[src/rtl/seq_divider.sv]
// rtl/seq_divider.sv - sequential restoring shift-subtract unsigned divider
// One quotient bit per clock; start/busy/done handshake with held results.
module seq_divider #(
    parameter int WIDTH = 8
) (
    input  logic             clk,
    input  logic             rst_n,
    input  logic             start,
    input  logic [WIDTH-1:0] dividend,
    input  logic [WIDTH-1:0] divisor,
    output logic             busy,
    output logic             done,
    output logic [WIDTH-1:0] quotient,
    output logic [WIDTH-1:0] remainder,
    output logic             div_by_zero
);

    localparam int CW = $clog2(WIDTH + 1);

    typedef enum logic [1:0] {
        IDLE = 2'd0,
        CALC = 2'd1,
        DONE = 2'd2
    } state_t;

    state_t            state;
    logic [WIDTH:0]    a;
    logic [WIDTH-1:0]  q;
    logic [WIDTH-1:0]  m;
    logic [CW-1:0]     cnt;

    logic [WIDTH+1:0]  trial;
    logic [WIDTH:0]    a_next;
    logic [WIDTH-1:0]  q_next;

    // A stays below M between steps, so its top bit is zero and the extra
    // guard bit of the trial difference only ever carries the borrow.
    always_comb begin
        trial  = {a, q[WIDTH-1]} - {2'b00, m};
        a_next = {a[WIDTH-1:0], q[WIDTH-1]};
        q_next = {q[WIDTH-2:0], 1'b0};
        if (!trial[WIDTH+1]) begin
            a_next = trial[WIDTH:0];
            q_next = {q[WIDTH-2:0], 1'b1};
        end
    end

    always_ff @(posedge clk or negedge rst_n) begin
        if (!rst_n) begin
            state       <= IDLE;
            busy        <= 1'b0;
            done        <= 1'b0;
            quotient    <= '0;
            remainder   <= '0;
            div_by_zero <= 1'b0;
            a           <= '0;
            q           <= '0;
            m           <= '0;
            cnt         <= '0;
        end else begin
            case (state)
                IDLE: begin
                    if (start) begin
                        busy <= 1'b1;
                        if (divisor != '0) begin
                            q     <= dividend;
                            a     <= '0;
                            m     <= divisor;
                            cnt   <= CW'(WIDTH);
                            state <= CALC;
                        end else begin
                            quotient    <= '1;
                            remainder   <= dividend;
                            div_by_zero <= 1'b1;
                            state       <= DONE;
                        end
                    end
                end
                CALC: begin
                    a   <= a_next;
                    q   <= q_next;
                    cnt <= cnt - CW'(1);
                    if (cnt == CW'(1)) begin
                        quotient    <= q_next;
                        remainder   <= a_next[WIDTH-1:0];
                        div_by_zero <= 1'b0;
                        done        <= 1'b1;
                        state       <= DONE;
                    end
                end
                DONE: begin
                    // A divide by zero arrives here with done low and pulses it one edge later.
                    if (!done) begin
                        done <= 1'b1;
                    end else begin
                        done  <= 1'b0;
                        busy  <= 1'b0;
                        state <= IDLE;
                    end
                end
                default: begin
                    state <= IDLE;
                    busy  <= 1'b0;
                    done  <= 1'b0;
                end
            endcase
        end
    end

endmodule

[config.mk]
export PLATFORM = sky130hd
export DESIGN_NAME = seq_divider
export DESIGN_NICKNAME = d
export VERILOG_FILES = /design/src/rtl/seq_divider.sv
export SDC_FILE = /design/constraint.sdc
export NUM_CORES = 1
export LEC_CHECK = 0
export ABC_AREA = 1
export CAP_MARGIN = 25
export CELL_PAD_IN_SITES_DETAIL_PLACEMENT = 0
export CELL_PAD_IN_SITES_GLOBAL_PLACEMENT = 2
export CORE_UTILIZATION = 34
export DETAILED_ROUTE_END_ITERATION = 6
export PLACE_DENSITY = 0.83
export SLEW_MARGIN = 20
export SYNTH_ARGS = -nofsm -noshare
export SYNTH_HDL_FRONTEND = slang
export SYNTH_SLANG_ARGS = --single-unit
[constraint.sdc]
create_clock -name clk -period 3.7 [get_ports clk]
set_input_delay 0.74 -clock clk [delete_from_list [all_inputs] [get_ports clk]]
set_output_delay 0.74 -clock clk [all_outputs]
set_load 0.1 [all_outputs]
==> results list <==
- The run finished with clean final reports.
- Placed cell count: between 500 and 600
- The number of hold buffers added after CTS was 0.
- HP Class: in2async
- Wire length after detailed routing: between 6 and 7 mm
* Number of failing setup endpoints in the final timing report: 0
- Number of distinct library cells after synthesis: 27
- Netlist Area Pre-Place: ~3000 um^2
* Fraction of layout instances using a drive strength above 1: roughly 8%
* Combined buffer and inverter count along the critical path: 1
* HPWL after detailed placement: ~5.2 mm
- Summing all multi-input logic gate instances after layout gives around 1400 um^2.
* Number of vias in the routed layout: around 2500
- CTS tree: done
- Total Nets Final: 460
- The tree is rooted in a clkbuf_8.
- Area growth from synthesis to layout: 20.8%
- Data on the critical path is required at its endpoint by a little under 3 ns.
* Setup Skew: 0.0104 ns
- Type of the worst setup path: reg2out
* Sequential-to-total area share from yosys stat: a little over two fifths
- Across the whole layout, storage elements account for about 1300 um^2.
* Post-route cell area: roughly 3500 um^2
- In this design, the largest share of critical-path delay is due to buffers and inverters.
- Measured against its own limit, the worst slew margin works out to about a third.
* Slew Viols, Final: 0
- DR vias/cell: roughly 4.7
* Total CTS buffers: 5
- Kind of capture point of the worst setup path: output port
- Number of resized instances in the post-cts repair step: 0
- Post-CTS timing repair inserted 0 buffers for setup.
- FF-to-FF path depth: 12
- Effective utilization at floorplan: between 30% and 40%
- Setup repair after global routing missed its margin: no
- Arrival time of data at the critical path endpoint: between 1.5 and 2 ns
- In this run the count of I/O pins placed on the die edge is 38.
- Share of the clock period used by the worst path after layout: between 70% and 80%
* Max clock buf depth: 2
- Routed len/inst: ~13 um
* Antenna diode count: 0
* Via count of the first global-routing pass: around 2400
- Number of rows in the core area: 33
- For this run, the number of standard cells in the final layout without fillers is 533.
* First-pass GRT wire length: 11.6 mm
* Clock period minus worst slack: 2.59 ns
- Clock-pin slew reported for the worst setup and hold paths after clock tree synthesis: ~0.10 ns
- The die is about 95 um wide.
- During synthesis, Yosys emitted a total of 0 warnings.
* Aggregate negative setup slack: 0 ns
- Per-instance average area after synthesis: around 7.4 um^2
- The worst setup path is launched from a register.
* Critical path, cell by cell: clkdlybuf4s50_1
- Logic depth of the worst setup path including buffers: 1
- Before antenna repair, the detailed router went through 4 iterations.
- In this run the number of H-tree levels came out at 2.
- For this run, design rule violations remaining after detail routing come to 0.
- Cells fill approximately 43% of the core in the end.
- Total global routing overflow: 0
- Clock insertion delay at the later pin of the skew report: slightly above 0.3 ns
- The number of nets in the synthesized netlist is 424.
- Cell area reported after detailed placement: around 3400 um^2
- Fill cells in the final layout number approximately 870.
- Final weighted congestion in routability-driven placement: roughly 0.83
* Highest achievable clock rate: between 0.3 and 0.4 GHz
* Overall global routing resource usage: about 17%
- Maximum capacitance violations: 0
* Largest net degree at the start of global routing: 32
- In this run the standard cell core region covers between 8000 and 9000 um^2.
- For this run, the slowest stage of the critical path takes 1.15 ns.
* Area of the die: 8940 um^2
- The count of buffers added on input and output ports is 37.
- Along the worst path, the maximum fanout reaches 2.
- Die span in y: about 95 um
* Number of standard cells after synthesis: between 300 and 400
* Initial drt markers: between 100 and 150
- Initial antenna violation count: 0
- The clock drives 50 sinks.
- For the pin with the worst max-slew slack, the measured transition is between 0.9 and 1 ns.
* Register bit count reported by yosys: 50
- Final ANT Viol Nets: 0
- Critical Path Slowest Stage Cell: clkdlybuf4s50_1
- The hold violation count in the final report came to 0.
-- cells in the mapped netlist --
master	number	area, um^2
a21oi_1	16	80.1
a21oi_2	1	8.76
a31oi_1	4	25.0
buf_2	5	25.0
buf_6	1	11.3
clkbuf_1	6	22.5
dfrtp_1	50	1250
fa_1	1	20.0
ha_1	13	163
inv_1	55	206
inv_2	3	11.3
nand2_1	113	424
nand2_2	3	18.8
nand3_1	27	135
nand3_2	9	90.1
nand4_1	6	37.5
nor2_1	33	124
nor2_2	1	6.26
o211ai_1	1	7.51
o21a_1	1	7.51
o21ai_0	25	125
o21ai_1	3	15.0
o22ai_1	2	12.5
or2_0	1	6.26
or2_1	3	18.8
or2_2	4	25.0
xor2_1	4	35.0
-- through the flow --
| step | setup WS [ns] | hold WS (ns) |
|---|---|---|
| global placement | 1.20 | 0.476 |
| floorplan | 1.93 | 0.444 |
| CTS | 1.10 | 0.384 |
| detailed placement | 1.21 | 0.474 |
| finish | 1.11 | 0.374 |
| global route | 0.978 | 0.391 |
-- layer usage --
metal / GRT usage (%) / up-vias / wire, um
met2: 27.6 / 26 / 3260
li1: - / 1306 / -
met5: 0 / - / 0
met4: 3.03 / 0 / 40
met3: 2.98 / 4 / 132
met1: 23.5 / 1166 / 3480
-- cell type report --
type	instances	share of cell area [%]
Clock inverter	3	1.96
Inverter	58	6.19
Clock buffer	5	1.96
Multi-Input combinational cell	271	39.4
Sequential cell	50	35.6
Tap cell	105	3.73
Timing Repair Buffer	41	11.2
-- layout by cell type, fill, tap and decap left out, drive strengths merged --
| master | instances |
|---|---|
| nand2 | 116 |
| inv | 58 |
| dfrtp | 50 |
| clkdlybuf4s50 | 36 |
| nand3 | 36 |
| nor2 | 34 |
| o21ai | 28 |
| a21oi | 17 |
| ha | 13 |
| or2 | 8 |
| nand4 | 6 |
| clkbuf | 5 |
| buf | 5 |
| a31oi | 4 |
| xor2 | 4 |
| o22ai | 2 |
| bufinv | 2 |
| o21a | 1 |
| o211ai | 1 |
| fa | 1 |
| clkinv | 1 |
-- path summary, 6_finish.rpt --
path	startpoint	end	slack, ns
min	rst_n	a[8]	0.37
max	remainder[1]	remainder[1]	1.11
max in group asynchronous	rst_n	cnt[0]	2.54
min in group clk	m[6]	m[6]	0.49
min reg2reg	m[6]	m[6]	0.49
max reg2reg	state[1]	remainder[2]	1.23
-- flip-flops by register name, summed over array words and instances, names as in the netlist --
register     cells
a                9
m                8
q                8
quotient         8
remainder        8
cnt              4
state            2
busy             1
div_by_zero      1
done             1
-- cells by family (layout without fill, tap and decap cells) --
kind of cell    after synthesis  in the layout  synth area share [%]
simple gates                200            200                  30.4
xor+xnor                      4              4                  1.20
flops                        50             50                  43.0
buf+inv                      70            107                  9.49
fa+ha+maj                    14             14                  6.27
compound gates               53             53                  9.66
Power is not shown: default switching activity piles up to over one toggle a cycle in this logic, so the estimate is an artifact.
